==> config.mk <==
export PLATFORM = sky130hd
export DESIGN_NAME = gray_rr_arbiter
export DESIGN_NICKNAME = d
export VERILOG_FILES = /design/src/rtl/gray_pkg.sv /design/src/rtl/bin2gray_comb.sv /design/src/rtl/gray_rr_arbiter.sv
export SDC_FILE = /design/constraint.sdc
export NUM_CORES = 1
export LEC_CHECK = 0
export CAP_MARGIN = 0
export CORE_ASPECT_RATIO = 0.8
export CORE_UTILIZATION = 25
export CTS_BUF_LIST = sky130_fd_sc_hd__clkbuf_8
export DETAILED_ROUTE_END_ITERATION = 10
export DONT_BUFFER_PORTS = 1
export HOLD_SLACK_MARGIN = 0.08
export PLACE_DENSITY_LB_ADDON = 0.3
export SLEW_MARGIN = 20
export SYNTH_ARGS = -nofsm -noshare
export SYNTH_HDL_FRONTEND = slang
export SYNTH_SLANG_ARGS = --single-unit
==> constraint.sdc <==
create_clock -name clk -period 2.4 [get_ports clk]
set_input_delay 0.24 -clock clk [delete_from_list [all_inputs] [get_ports clk]]
set_output_delay 0.24 -clock clk [all_outputs]
set_load 0.005 [all_outputs]
==> src/rtl/gray_pkg.sv <==
// Shared definitions for the Gray-code datapath: default width, response FSM encoding, conversion helper.
package gray_pkg;

    localparam int unsigned WIDTH_DEFAULT = 4;
    localparam int unsigned CNT_W_DEFAULT = 8;

    typedef enum logic {
        EMPTY = 1'b0,
        FULL  = 1'b1
    } state_e;

    // Zero-extended input keeps the MSB equal to bin's MSB after the shift-XOR.
    function automatic logic [31:0] bin2gray(input logic [31:0] bin);
        return bin ^ (bin >> 1);
    endfunction

endpackage

==> src/rtl/bin2gray_comb.sv <==
// Pure binary-to-Gray conversion of one WIDTH-bit word.
module bin2gray_comb
    import gray_pkg::*;
#(
    parameter int unsigned WIDTH = WIDTH_DEFAULT
) (
    input  logic [WIDTH-1:0] bin,
    output logic [WIDTH-1:0] gray_c
);

    assign gray_c = WIDTH'(bin2gray(32'(bin)));

endmodule

==> src/rtl/gray_rr_arbiter.sv <==
// Two-requester round-robin front end for a shared binary-to-Gray stage with a one-deep response register.
module gray_rr_arbiter
    import gray_pkg::*;
#(
    parameter int unsigned WIDTH = WIDTH_DEFAULT,
    parameter int unsigned CNT_W = CNT_W_DEFAULT
) (
    input  logic             clk,
    input  logic             rst,
    input  logic             req0_valid,
    input  logic [WIDTH-1:0] req0_bin,
    output logic             req0_ready,
    input  logic             req1_valid,
    input  logic [WIDTH-1:0] req1_bin,
    output logic             req1_ready,
    output logic             rsp_valid,
    output logic [WIDTH-1:0] rsp_gray,
    output logic [WIDTH-1:0] rsp_bin,
    output logic             rsp_id,
    input  logic             rsp_ready,
    output logic [CNT_W-1:0] accept_cnt
);

    state_e           state;
    logic             last_grant;
    logic             space_c;
    logic             grant_c;
    logic             accept_c;
    logic [WIDTH-1:0] sel_bin_c;
    logic [WIDTH-1:0] sel_gray_c;

    // On contention the requester that did not win last time is chosen.
    always_comb begin
        grant_c = 1'b0;
        if (req0_valid && req1_valid) begin
            grant_c = ~last_grant;
        end else if (req1_valid) begin
            grant_c = 1'b1;
        end
    end

    assign space_c    = (state == EMPTY) | rsp_ready;
    assign req0_ready = req0_valid & ~grant_c & space_c;
    assign req1_ready = req1_valid &  grant_c & space_c;
    assign accept_c   = req0_ready | req1_ready;
    assign sel_bin_c  = grant_c ? req1_bin : req0_bin;

    bin2gray_comb #(.WIDTH(WIDTH)) u_conv (
        .bin    (sel_bin_c),
        .gray_c (sel_gray_c)
    );

    // Accept takes priority over drain so a simultaneous drain+accept keeps rsp_valid high.
    always_ff @(posedge clk or posedge rst) begin
        if (rst) begin
            state      <= EMPTY;
            rsp_valid  <= 1'b0;
            rsp_gray   <= '0;
            rsp_bin    <= '0;
            rsp_id     <= 1'b0;
            last_grant <= 1'b1;
            accept_cnt <= '0;
        end else if (accept_c) begin
            state      <= FULL;
            rsp_valid  <= 1'b1;
            rsp_gray   <= sel_gray_c;
            rsp_bin    <= sel_bin_c;
            rsp_id     <= grant_c;
            last_grant <= grant_c;
            accept_cnt <= accept_cnt + CNT_W'(1);
        end else if (rsp_valid && rsp_ready) begin
            state      <= EMPTY;
            rsp_valid  <= 1'b0;
        end
    end

endmodule

=== After elaboration in Yosys (flattened, before gate mapping) ===
Cells that the tools add are included.
W data, S select, Z words.

* Memories: 0
* Bits in latches: 0
* Memory bits (writable): 0
* ROM bits: 0
* Input port bits: 13
* Word-level logic and storage cells: 25
* Flip-flop bits (word level): 19
* Output and inout bits: 20

* Order comparisons: 0
* Shift operators: 0
* Bitwise gates (word level): 10
* Reduce and logical (&&, ||, !) cells: 3
* Divide/modulo/power cells: 0
* Multiplexer cells: 5
* Eq/ne operators: 0
* $add $sub $neg: 1
* $mul: 0

{| class="wikitable"
|+ Operators by type and width
! kind !! number
|-
| $add A8 B1 Y8 const B || 1
|-
| $and A1 B1 Y1 || 4
|-
| $mux W1 || 4
|-
| $mux W4 || 1
|-
| $xor A4 B3 Y4 || 1
|-
| $not A1 Y1 || 3
|-
| $logic_and A1 B1 Y1 || 2
|-
| $or A1 B1 Y1 || 2
|-
| $reduce_bool A2 Y1 || 1
|}

=== Longest topological paths before layout ===
* Depth after elaboration: 7
* Gate-level depth with buffers: 4

=== By module ===
From an unflattened synthesis, not the netlist that was laid out.

* Cell total of the unflattened synthesis: 86
* Area total of the unflattened synthesis: 878.3 µm²

{| class="wikitable"
|+ Modules (own cells, without submodules)
! module !! times used !! area an instance (µm²) !! seq. area each (µm²) !! cells each
|-
| gray_rr_arbiter || 1 || 844.6 || 476.7 || 82
|-
| bin2gray_comb || 1 || 33.8 || 0.0 || 4
|}

=== Worst setup path after synthesis ===
Ideal clock, no wire load.

* Kind: flip-flop to flip-flop
* From: register last_grant
* To: register rsp_bin[0]
* Period minus slack after synthesis: 1.356 ns
* Cell stages (with the launch flop): 4
* Arrival: 1.231 ns
* Required time: 2.275 ns
* Slack: 1.044 ns
* Setup time: 0.125 ns
* Cells stage by stage: dfstp_2 -> a21boi_4 -> mux2_2 -> mux2_2

* Word-level cells in the longest chain between the ends: 6

{| class="wikitable"
|+ RTL lines
! element !! RTL line !! source
|-
| from (decl) || gray_rr_arbiter.sv:25 || <nowiki>logic last_grant;</nowiki>
|-
| from (signal assigned) || gray_rr_arbiter.sv:69 || <nowiki>last_grant <= grant_c;</nowiki>
|-
| $not A1 Y1 (*) || gray_rr_arbiter.sv:36 || <nowiki>grant_c = ~last_grant;</nowiki>
|-
| $mux W1 (*) || gray_rr_arbiter.sv:35 || <nowiki>if (req0_valid && req1_valid) begin</nowiki>
|-
| $not A1 Y1 || gray_rr_arbiter.sv:43 || <nowiki>assign req0_ready = req0_valid & ~grant_c & space_c;</nowiki>
|-
| $and A1 B1 Y1 (2 in series) || gray_rr_arbiter.sv:43 ||
|-
| $or A1 B1 Y1 || gray_rr_arbiter.sv:45 || <nowiki>assign accept_c = req0_ready | req1_ready;</nowiki>
|-
| to (signal assigned) || gray_rr_arbiter.sv:67 || <nowiki>rsp_bin <= sel_bin_c;</nowiki>
|-
| to (decl) || gray_rr_arbiter.sv:18 || <nowiki>output logic [WIDTH-1:0] rsp_bin,</nowiki>
|}

Every way passes the cells marked *; elsewhere a longest branch is shown, timed or not.
A chain may end at the register's enable or synchronous reset.

=== Worst setup path after layout ===
* From: register state
* To: register rsp_gray[2]

* Word-level cells in the longest chain between the ends: 4

{| class="wikitable"
|+ RTL lines
! element !! RTL line !! source
|-
| from (decl) || gray_rr_arbiter.sv:24 || <nowiki>state_e state;</nowiki>
|-
| from (signal assigned) || gray_rr_arbiter.sv:56 || <nowiki>state <= EMPTY;</nowiki>
|-
| from (signal assigned) || gray_rr_arbiter.sv:64 || <nowiki>state <= FULL;</nowiki>
|-
| from (signal assigned) || gray_rr_arbiter.sv:72 || <nowiki>state <= EMPTY;</nowiki>
|-
| $not A1 Y1 (*) || gray_rr_arbiter.sv:42 || <nowiki>assign space_c = (state == EMPTY) | rsp_ready;</nowiki>
|-
| $or A1 B1 Y1 (*) || gray_rr_arbiter.sv:42 ||
|-
| $and A1 B1 Y1, on equally long branches || gray_rr_arbiter.sv:43, gray_rr_arbiter.sv:44 ||
|-
| $or A1 B1 Y1 (*) || gray_rr_arbiter.sv:45 ||
|-
| to (signal assigned) || gray_rr_arbiter.sv:66 || <nowiki>rsp_gray <= sel_gray_c;</nowiki>
|-
| to (decl) || gray_rr_arbiter.sv:17 || <nowiki>output logic [WIDTH-1:0] rsp_gray,</nowiki>
|}

Marked as above.

==> results.md <==
* Outcome: finished clean
* Reg2Reg Depth at 3
* CTS max path bufs at 2
* Achievable Freq at 0.672 GHz
* Final Setup Violations at 0
* Non-filler cells, final at 120
* YS warnings at 0
* CP endpoint kind: flop
* Synthesized flop and latch total at 18
* Skew final at 0.00355 ns
* Final Hold Vio Count at 0
* Hold Path Depth at 2
* CP max stage delay at 0.51 ns
* Die area at 3930 sq um
* Area of the multi-input gates at 442 sq um
* CP top delay family: simple AND/OR/NAND/NOR gates
* Number of I/O port buffers at 0
* Number of placement rows at 19
* Setup bufs post-CTS at 0
* Crit Path Category: reg -> reg
* Hold WS at 0.150 ns
* Max_cap viols at 0
* Via count at 544
* Synth Instances at 74
* Worst Path Required at 2.54 ns
* VDD IR max at 0.305 mV
* Largest net degree at the start of global routing at 19
* Seq/Total Area, Yosys at 0.491
* Routability-driven placement congestion ratio at 0.729
* First-pass iteration count of the detailed router at 4
* GRT Total Usage at 0.0953
* Syn avg cell area at 12.4 sq um
* DIE HEIGHT at 56.2 um
* H-tree levels at 1
* Post-synth top cells: dfrtp_1, mux2_2, xor2_1, xnor2_1, nand2_1
* CP cell instances: nor2b_1 > nor2_4 > mux2_2
* Placed cell count at 114
* FF/Latch Area at 452 sq um
* Period utilisation layout at 0.620
* Power per cell area at 950 nW/um^2
* Worst Hold Class: in -> reg
* Antenna diodes at 0
* Startpoint Class: flop
* Tot Pwr at 0.978 mW
* CTS tree: built
* Worst hold path endpoint: last_grant
* Arr. time, crit path at 1.63 ns
* Synth area leaders: dfrtp_1, mux2_2, xor2_1
* Vias in the first global route at 572
* CTS buffer count at 3
* Setup TNS at 0 ns
* Ys async rst share at 1.00
* Ys flop type: dfrtp_1
* Reg2reg end: rsp_gray[2]
* CP bufs+invs at 0
* Post-route ant nets at 0
* Post-DR vias/cell at 4.53
* Hold_buf cts at 2
* Min Tclk post-route at 1.49 ns
* Unrepaired setup endpoints after global routing: no
* Share of post-route cells with drive strength above 1 at 0.256
* Slew Limit Fails at 0
* Actual slew at the worst max-slew pin at 0.683 ns
* Slew headroom at 0.544
* Post-DR wirelength/cell at 14.4 um
* WL final at 1730 um
* Synth-to-Final Area Change at 11.8%
* Synth cell types at 26
* Initial antenna violation count at 0
* CTS root buffer: clkbuf_8
* Starting Density at 0.265
* Clock-pin slew on the worst setup and hold paths at 0.07 ns
* Worst Path Max Fanout at 9
* First-pass GRT wire length at 2880 um
* Final nets at 93
* CTS-repair resized insts at 0
* Count leader, synth: dfrtp_1
* FILL cells at 349
* Number of synthesized flops with an enable pin at 0
* Die W at 69.8 um
* Clock latency on the worst-skew pair at 0.25 ns
* Starting DRT DRC Count at 18
* GRT Residual Overflow at 0
* Synth area leader: dfrtp_1
* Post-synth top area share at 0.463
* Reg2reg start: state
* Core Footprint at 3470 sq um
* FF-to-FF setup slack at 0.91 ns
* LEAKAGE at 0.415 nW
* Detailed placement HPWL at 1300 um
* Synth Cell Area at 920 sq um
* CTS sink count at 18
* IO Pins at 33
* Syn nets at 88
* CP max stage cell: nor2b_1
* Worst hold start: req1_valid
* Residual DRC count at 0
==> worst max-delay path by stage <==
| stage | cells after the start | endpoint | slack [ns] | startpoint |
|---|---|---|---|---|
| finish | 3 | rsp_gray[2] | 0.91 | state |
| global route | 3 | rsp_bin[1] | 0.79 | state |
| CTS | 3 | rsp_bin[1] | 0.92 | state |
| detailed placement | 3 | rsp_bin[0] | 0.93 | state |
| global placement | 3 | rsp_gray[3] | 0.95 | last_grant |
| floorplan | 3 | rsp_bin[0] | 1.04 | last_grant |
==> layout make-up <==
class	count	area share
clock buffers	4	0.0535
inverters	2	0.00730
multi-input cells	52	0.429
flip-flops and latches	18	0.439
well taps	42	0.0511
repair buffers	2	0.0195
==> registers in the layout, summed over array words and instances (netlist names) <==
signal / cells
rsp_gray: 4
rsp_id: 1
accept_cnt: 8
last_grant: 1
state: 1
rsp_bin: 3
==> stage by stage <==
step	util	setup slack [ns]	area, sq um
finish	0.296	0.913	1030
global route	0.296	0.794	1030
CTS	0.296	0.922	1030
detailed placement	0.275	0.928	953
global placement	0.275	0.945	953
floorplan	-	1.04	920
==> power breakdown <==
group / switching (mW) / internal [mW] / leakage (nW)
Combinational: 0.0842 / 0.113 / 0.182
Sequential: 0.128 / 0.407 / 0.204
Clock: 0.0994 / 0.146 / 0.0288
Total: 0.312 / 0.666 / 0.415
==> cell families (layout without fill, tap and decap cells) <==
logic type	Yosys count	count (layout)	share of synthesized area
compound gates	5	5	0.0463
xor+xnor	13	13	0.124
fa+ha+maj	1	1	0.0136
buf+inv	4	8	0.0286
flops	18	18	0.491
mux	15	15	0.180
simple gates	18	18	0.117
==> layout by cell type (no fill, tap or decap) <==
cell type / n
a21boi_4: 1
a21o_1: 1
a21oi_1: 2
a31oi_1: 1
and2_1: 1
clkbuf_8: 4
dfrtp_1: 17
dfstp_2: 1
dlygate4sd3_1: 2
ha_1: 1
inv_1: 2
mux2_2: 12
mux2i_1: 3
nand2_1: 4
nand2b_1: 1
nand3_1: 2
nand4_1: 1
nor2_2: 1
nor2_4: 1
nor2b_1: 1
nor3_1: 1
nor3b_1: 1
nor4_1: 3
nor4b_1: 1
xnor2_1: 6
xor2_1: 7
==> layer usage <==
metal	part of all wire	track usage	routed length (um)
met5	0	0	0
met4	0.0035	0.0343	6
met3	0.14	0.0634	240
met2	0.41	0.118	706
met1	0.45	0.129	774
(Power assumes the default switching activity.)
